<file path="config.mk">
export PLATFORM = sky130hd
export DESIGN_NAME = timer_irq_peripheral
export DESIGN_NICKNAME = d
export VERILOG_FILES = /design/src/rtl/timer_irq_peripheral.sv
export SDC_FILE = /design/constraint.sdc
export NUM_CORES = 1
export LEC_CHECK = 0
export BUFFER_PORTS_ARGS = -buffer_cell sky130_fd_sc_hd__buf_2
export CORE_ASPECT_RATIO = 1.5
export CORE_UTILIZATION = 25
export CTS_CLUSTER_SIZE = 40
export DETAILED_ROUTE_END_ITERATION = 7
export GPL_ROUTABILITY_DRIVEN = 0
export PLACE_DENSITY = 0.38
export REMOVE_ABC_BUFFERS = 1
export SYNTH_ARGS = -nofsm -noshare
export SYNTH_HDL_FRONTEND = slang
export SYNTH_SLANG_ARGS = --single-unit
</file>
<file path="constraint.sdc">
create_clock -name clk -period 7.82 [get_ports clk]
set_clock_uncertainty 0.05 [all_clocks]
set_input_delay 0.782 -clock clk [delete_from_list [all_inputs] [get_ports clk]]
set_output_delay 0.782 -clock clk [all_outputs]
set_load 0.01 [all_outputs]
</file>
<file path="src/rtl/timer_irq_peripheral.sv">
// ---------------------------------------------------------------------------
// timer_irq_peripheral
//
// Memory-mapped timer that sits on the data-memory bus beside data RAM and
// drives the IRQ input of the CPU Control unit. It also provides a
// free-running cycle counter (SYSTICK).
//
// Register map (byte offsets from BASE_ADDR, Address[1:0] ignored):
//   0x00 TH      reload value                     read/write
//   0x04 TL      up-counter                       read/write
//   0x08 TCON    [0] run, [1] irq enable,
//                [2] irq status, [31:3] read 0     read/write
//   0x0C SYSTICK free-running cycle count          read-only
//
// Ports:
//   clk       system clock, every state update happens on its rising edge
//   reset     asynchronous active-high reset, clears all state at once
//   MemRd     bus read strobe
//   MemWr     bus write strobe, the write commits on the rising clk edge
//   Address   32-bit byte address
//   WriteData 32-bit bus write data
//   ReadData  32-bit combinational read data (0 on miss or when MemRd=0)
//   IRQ       level interrupt request, a copy of TCON[2]
//
// Bus handshake: there is no valid/ready pair. The peripheral never stalls,
// so a strobe (MemRd or MemWr) together with a hitting Address is always
// accepted: reads are answered in the same cycle, writes on the next edge.
// ---------------------------------------------------------------------------
module timer_irq_peripheral #(
    parameter logic [31:0] BASE_ADDR = 32'h4000_0000,
    parameter int unsigned PRESCALE  = 1
) (
    input  logic        clk,
    input  logic        reset,
    input  logic        MemRd,
    input  logic        MemWr,
    input  logic [31:0] Address,
    input  logic [31:0] WriteData,
    output logic [31:0] ReadData,
    output logic        IRQ
);

    localparam logic [15:0] PS_LAST = 16'(PRESCALE - 1);

    localparam logic [1:0] SEL_TH      = 2'd0;
    localparam logic [1:0] SEL_TL      = 2'd1;
    localparam logic [1:0] SEL_TCON    = 2'd2;
    localparam logic [1:0] SEL_SYSTICK = 2'd3;

    logic [31:0] th_q,      th_d;
    logic [31:0] tl_q,      tl_d;
    logic [2:0]  tcon_q,    tcon_d;
    logic [31:0] systick_q, systick_d;
    logic [15:0] ps_q,      ps_d;

    // Decode by subtracting the base so an address below BASE_ADDR wraps to
    // a huge offset and misses, and the base need not be 16-byte aligned.
    logic [31:0] addr_off;
    logic        addr_hit;
    logic [1:0]  addr_sel;
    logic        unused_addr_bits;

    logic        wr_th;
    logic        wr_tl;
    logic        wr_tcon;
    logic        tick;
    logic        overflow;

    always_comb begin
        addr_off         = Address - BASE_ADDR;
        addr_hit         = (addr_off[31:4] == 28'd0);
        addr_sel         = addr_off[3:2];
        unused_addr_bits = ^addr_off[1:0];
    end

    always_comb begin
        wr_th    = MemWr && addr_hit && (addr_sel == SEL_TH);
        wr_tl    = MemWr && addr_hit && (addr_sel == SEL_TL);
        wr_tcon  = MemWr && addr_hit && (addr_sel == SEL_TCON);
        tick     = tcon_q[0] && (ps_q == PS_LAST);
        overflow = tick && (tl_q == 32'hFFFF_FFFF);
    end

    // Next-state logic. CPU writes take priority over hardware updates of the
    // same register; a TH write on an overflow edge still reloads the old TH
    // because the reload reads th_q.
    always_comb begin
        th_d      = th_q;
        tl_d      = tl_q;
        tcon_d    = tcon_q;
        systick_d = systick_q + 32'd1;
        ps_d      = ps_q;

        if (wr_th) begin
            th_d = WriteData;
        end

        if (wr_tl) begin
            tl_d = WriteData;
        end else if (overflow) begin
            tl_d = th_q;
        end else if (tick) begin
            tl_d = tl_q + 32'd1;
        end

        // Overflow only ever sets the status bit; a TCON write on the same
        // edge wins, so writing bit2=0 then drops that overflow.
        if (wr_tcon) begin
            tcon_d = WriteData[2:0];
        end else if (overflow && tcon_q[1]) begin
            tcon_d[2] = 1'b1;
        end

        // The prescaler restarts from 0 whenever the timer is (or is about
        // to be) stopped, so a restart always gets a full PRESCALE period.
        if (!tcon_d[0]) begin
            ps_d = 16'd0;
        end else if (tick) begin
            ps_d = 16'd0;
        end else if (tcon_q[0]) begin
            ps_d = ps_q + 16'd1;
        end
    end

    always_ff @(posedge clk or posedge reset) begin
        if (reset) begin
            th_q      <= 32'd0;
            tl_q      <= 32'd0;
            tcon_q    <= 3'd0;
            systick_q <= 32'd0;
            ps_q      <= 16'd0;
        end else begin
            th_q      <= th_d;
            tl_q      <= tl_d;
            tcon_q    <= tcon_d;
            systick_q <= systick_d;
            ps_q      <= ps_d;
        end
    end

    always_comb begin
        ReadData = 32'd0;
        if (MemRd && addr_hit) begin
            case (addr_sel)
                SEL_TH:      ReadData = th_q;
                SEL_TL:      ReadData = tl_q;
                SEL_TCON:    ReadData = {29'd0, tcon_q};
                SEL_SYSTICK: ReadData = systick_q;
                default:     ReadData = 32'd0;
            endcase
        end
    end

    assign IRQ = tcon_q[2];

endmodule
</file>
# Word-level counts from Yosys, hierarchy flattened
# Cells that the tools add are included.
# word_totals
out_inout_bits	33
regBits	115
elab_cells	40
in_bits	68
# op_classes
add_sub_neg	4
mux	11
eq_ne	5
n_reduce_logical	13
# op_table
operator	count
$mux 32	4
$pmux 32 s4	1
$add 32x1->32 const B	2
$mux 16	3
$eq 32x32->1 const B	1
$sub 32x31->32 const B	1
$logic_not 28->1	1
$add 16x1->16 const B	1
$logic_not 16->1	1
$logic_and 1x1->1	8
$eq 2x2->1 const B	2
$mux 1	3
$ne 3x2->1 const B	1
$reduce_bool 3->1	1
$eq 2x1->1 const B	1
$logic_not 2->1	1
$reduce_bool 2->1	1

# Depth between registers and ports, before layout
# logic_depth
ltp_word	6
depth_mapped	10
mapped_depth_nobuf	8

# Worst setup path before layout
# No wires, ideal clock.
# synth_timing
kind	in2out
from	in Address[20]
to	out ReadData[21]
arrival_ns	2.635
path_stages	7
setup_slack_ns	4.353
path_buffers	2
t_required_ns	6.988
cell_sequence	or4_1 -> or3_4 -> nor2_1 -> nand2_1 -> clkbuf_1 -> clkbuf_1 -> nor2_1
# synth_between
elab_chain_cells	4
# synth_rtl
element	line	text
start: declaration	37	input logic [31:0] Address,
$sub 32x31->32	70	addr_off = Address - BASE_ADDR;
$logic_not 28->1	71	addr_hit = (addr_off[31:4] == 28'd0);
$logic_and 1x1->1	143	if (MemRd && addr_hit) begin
$mux 32	143	
end: declaration	39	output logic [31:0] ReadData,
# Every way passes these cells.

# Worst setup path in the final report
# layout_timing
from	in Address[20]
to	out ReadData[7]
# Same word-level chain as after synthesis.

==> results.py <==
metrics = {
    "status": {
        "status": "complete, no violations",
    },
    "setup_path": {
        "cp_slowest_cell": "or4_1",
        "cp_cell_sequence": "buf_2 -> or4_1 -> or3_4 -> nor2_1 -> nand2_1 -> buf_4 -> nor2_1 -> buf_2",
        "path_max_fanout": 29,
        "slowest_delay_ns": 0.57,
        "path_class": "input port to output pin",
        "critical-path-top-delay-family": "simple AND/OR/NAND/NOR gates",
        "cp.required_ns": 6.99,
        "worst_ep_arrival_time_ns": 2.99,
        "path_buf_inv": 3,
        "crit_path_end_kind": "output pin",
        "start_kind": "input port",
    },
    "global_routing": {
        "grt_usage_pct": 17.3,
        "grt_pass1_vias": 6318,
        "overflow": 0,
        "grt_pass1_wl_mm": 36.1,
        "antenna_found_initial": 0,
        "grt_max_degree": 62,
    },
    "routing": {
        "drc_errors": 0,
        "ant_nets": 0,
        "drt_iter0_drc": 269,
        "vias": 5884,
        "finalWirelength_mm": 22.9,
        "routedWlPerCell_um": 20.0,
        "dr.pass1.iters": 4,
        "via_per_inst": 5.14,
    },
    "floorplan": {
        "die_w_um": 137,
        "core_mm2": 0.0267,
        "start_util_pct": 25.6,
        "core.rowCount": 73,
        "die_y_um": 204,
        "die-area_mm2": 0.0280,
        "io_pins": 101,
    },
    "logic_synthesis": {
        "netlist_area_mm2": 0.00683,
        "syn_area_per_cell_um2": 9.64,
        "synth_top_area_share_pct": 42.2,
        "synth.most_common_cell": "dfrtp_1",
        "yosysTopAreaCell": "dfrtp_1",
        "netlist_instances": 708,
        "synth_edf_count": 0,
        "seq_area_frac_synth_pct": 42.2,
        "yosys_warnings": 0,
        "synth-seq-cells": 115,
        "ys_types": 63,
        "ys.flop_type": "dfrtp_1",
        "async_reset_ff_share_pct": 100,
        "synthTopCellsByArea": "dfrtp_1 42%, mux2_2 9.7%, xnor2_1 4.7%, nor2_1 3.9%, a22oi_1 3.2%",
        "synth_common_cells": "115 x dfrtp_1, 71 x nor2_1, 59 x mux2_2, 54 x nand2_1, 37 x xnor2_1",
    },
    "flow_run": {
        "cap_viol_max_count": 0,
    },
    "layout": {
        "instances_no_fill": 1145,
        "drive_gt1_share_pct": 27.1,
        "num_antenna_cells": 0,
        "post-route-util_pct": 30.9,
        "syn2layout_area_growth_pct": 20.7,
        "final_area_mm2": 0.00824,
        "nNetsFinal": 867,
    },
    "clock_network": {
        "path_clk_slew_ns": 0.06,
        "clock_latency_ns": 0.42,
        "max-clock-path-buffers": 2,
        "cts_num_sinks": 115,
        "cts_tree": "built",
        "post_cts_buffers": 0,
        "cts_resized": 0,
        "cts_buffers": 17,
        "cts_max_level": 4,
        "cts_root_buffer": "clkbuf_16",
        "cts_hold_buf": 0,
    },
    "sta": {
        "maxSlewViolCount": 0,
        "hold_viol_final": 0,
        "rsz0062_at_grt": "no",
        "period_share_pct": 48.9,
        "whs_ns": 0.441,
        "period_needed_ns": 3.83,
        "setup_violations": 0,
        "fin_setup_tns_ns": 0,
        "relSlewSlack_pct": 29.4,
        "fin_ws_ns": 3.99,
        "fmax_ghz": 0.261,
        "worst_slew_pin_slew_ns": 1.06,
    },
    "power_and_ir_drop": {
        "p_total_mw": 1.49,
        "p_per_area_mw_per_mm2": 181,
        "p_leak_nw": 3.60,
        "ir_drop_v": 0.000143,
    },
    "placement": {
        "dp.cells": 1113,
        "dp_hpwl_mm": 15.9,
        "io_buffer_count": 98,
        "place_ws_ns": 3.97,
        "dpl_cell_area_mm2": 0.00761,
    },
    "min_path": {
        "hold_class": "input port to async pin",
    },
}
## logic make-up (layout without fill, tap and decap cells)
family	Yosys count	in the layout	share of synthesized area, %
compound gates	128	128	12.1
xor+xnor	55	55	7.06
fa+ha+maj	4	4	0.733
buf+inv	56	156	3.96
flops	115	115	42.2
mux	74	74	12.6
simple gates	276	276	21.5
## cell usage in the layout, fill, tap and decap left out, drive strengths merged, types with 18 or more instances in the layout
| cell | netlist | routed |
|---|---|---|
| o21ai | 23 | 23 |
| nor2 | 71 | 71 |
| xor2 | 18 | 18 |
| dfrtp | 115 | 115 |
| xnor2 | 37 | 37 |
| a21oi | 35 | 35 |
| nand4 | 33 | 33 |
| a22oi | 29 | 29 |
| nand3 | 26 | 26 |
| nor3 | 23 | 23 |
| clkbuf | 23 | 18 |
| buf | 17 | 108 |
| nand2 | 57 | 57 |
| mux2 | 61 | 61 |
## per-layer routing
metal  vias to the layer above  global-route usage [%]  share of wire, %
li1                       2774                       -                 -
met1                      2945                    20.1                41
met2                       129                    30.7                53
met3                        36                    2.90               3.3
met4                         0                    7.85               2.9
met5                         -                       0                 0
## layout make-up
type | count | area [um2]
fillers | 2849 | 18400
multi-input cells | 537 | 3690
flip-flops and latches | 115 | 2880
repair buffers | 108 | 566
clock buffers | 18 | 439
well taps | 337 | 422
clock inverters | 14 | 186
inverters | 16 | 62.6
## path summary, 6_finish.rpt
path,startpoint,to,slack (ns),depth (start not counted)
min reg2reg,systick_q[6]$_DFF_PP0_,systick_q[6]$_DFF_PP0_,0.44,1
max reg2reg,tcon_q[0]$_DFF_PP0_,tl_q[22]$_DFFE_PP0P_,4.15,7
max,Address[20],ReadData[7],3.99,8
min in group clk,systick_q[6]$_DFF_PP0_,systick_q[6]$_DFF_PP0_,0.44,1
min,reset,tl_q[12]$_DFFE_PP0P_,0.44,2
max in group asynchronous,reset,th_q[26]$_DFFE_PP0P_,5.93,3
## sequential cells by signal (all words and copies together), names as in the netlist
register   count
systick_q     32
th_q          32
ps_q          16
tl_q          32
tcon_q         3
## power breakdown
group / leakage, nW / switching (mW) / internal [mW]
registers: 1.48 / 0.000000124 / 0.595
logic: 1.81 / 0.0396 / 0.0220
clock network: 0.305 / 0.298 / 0.539
Note: power is estimated with default switching activity, not from simulation.
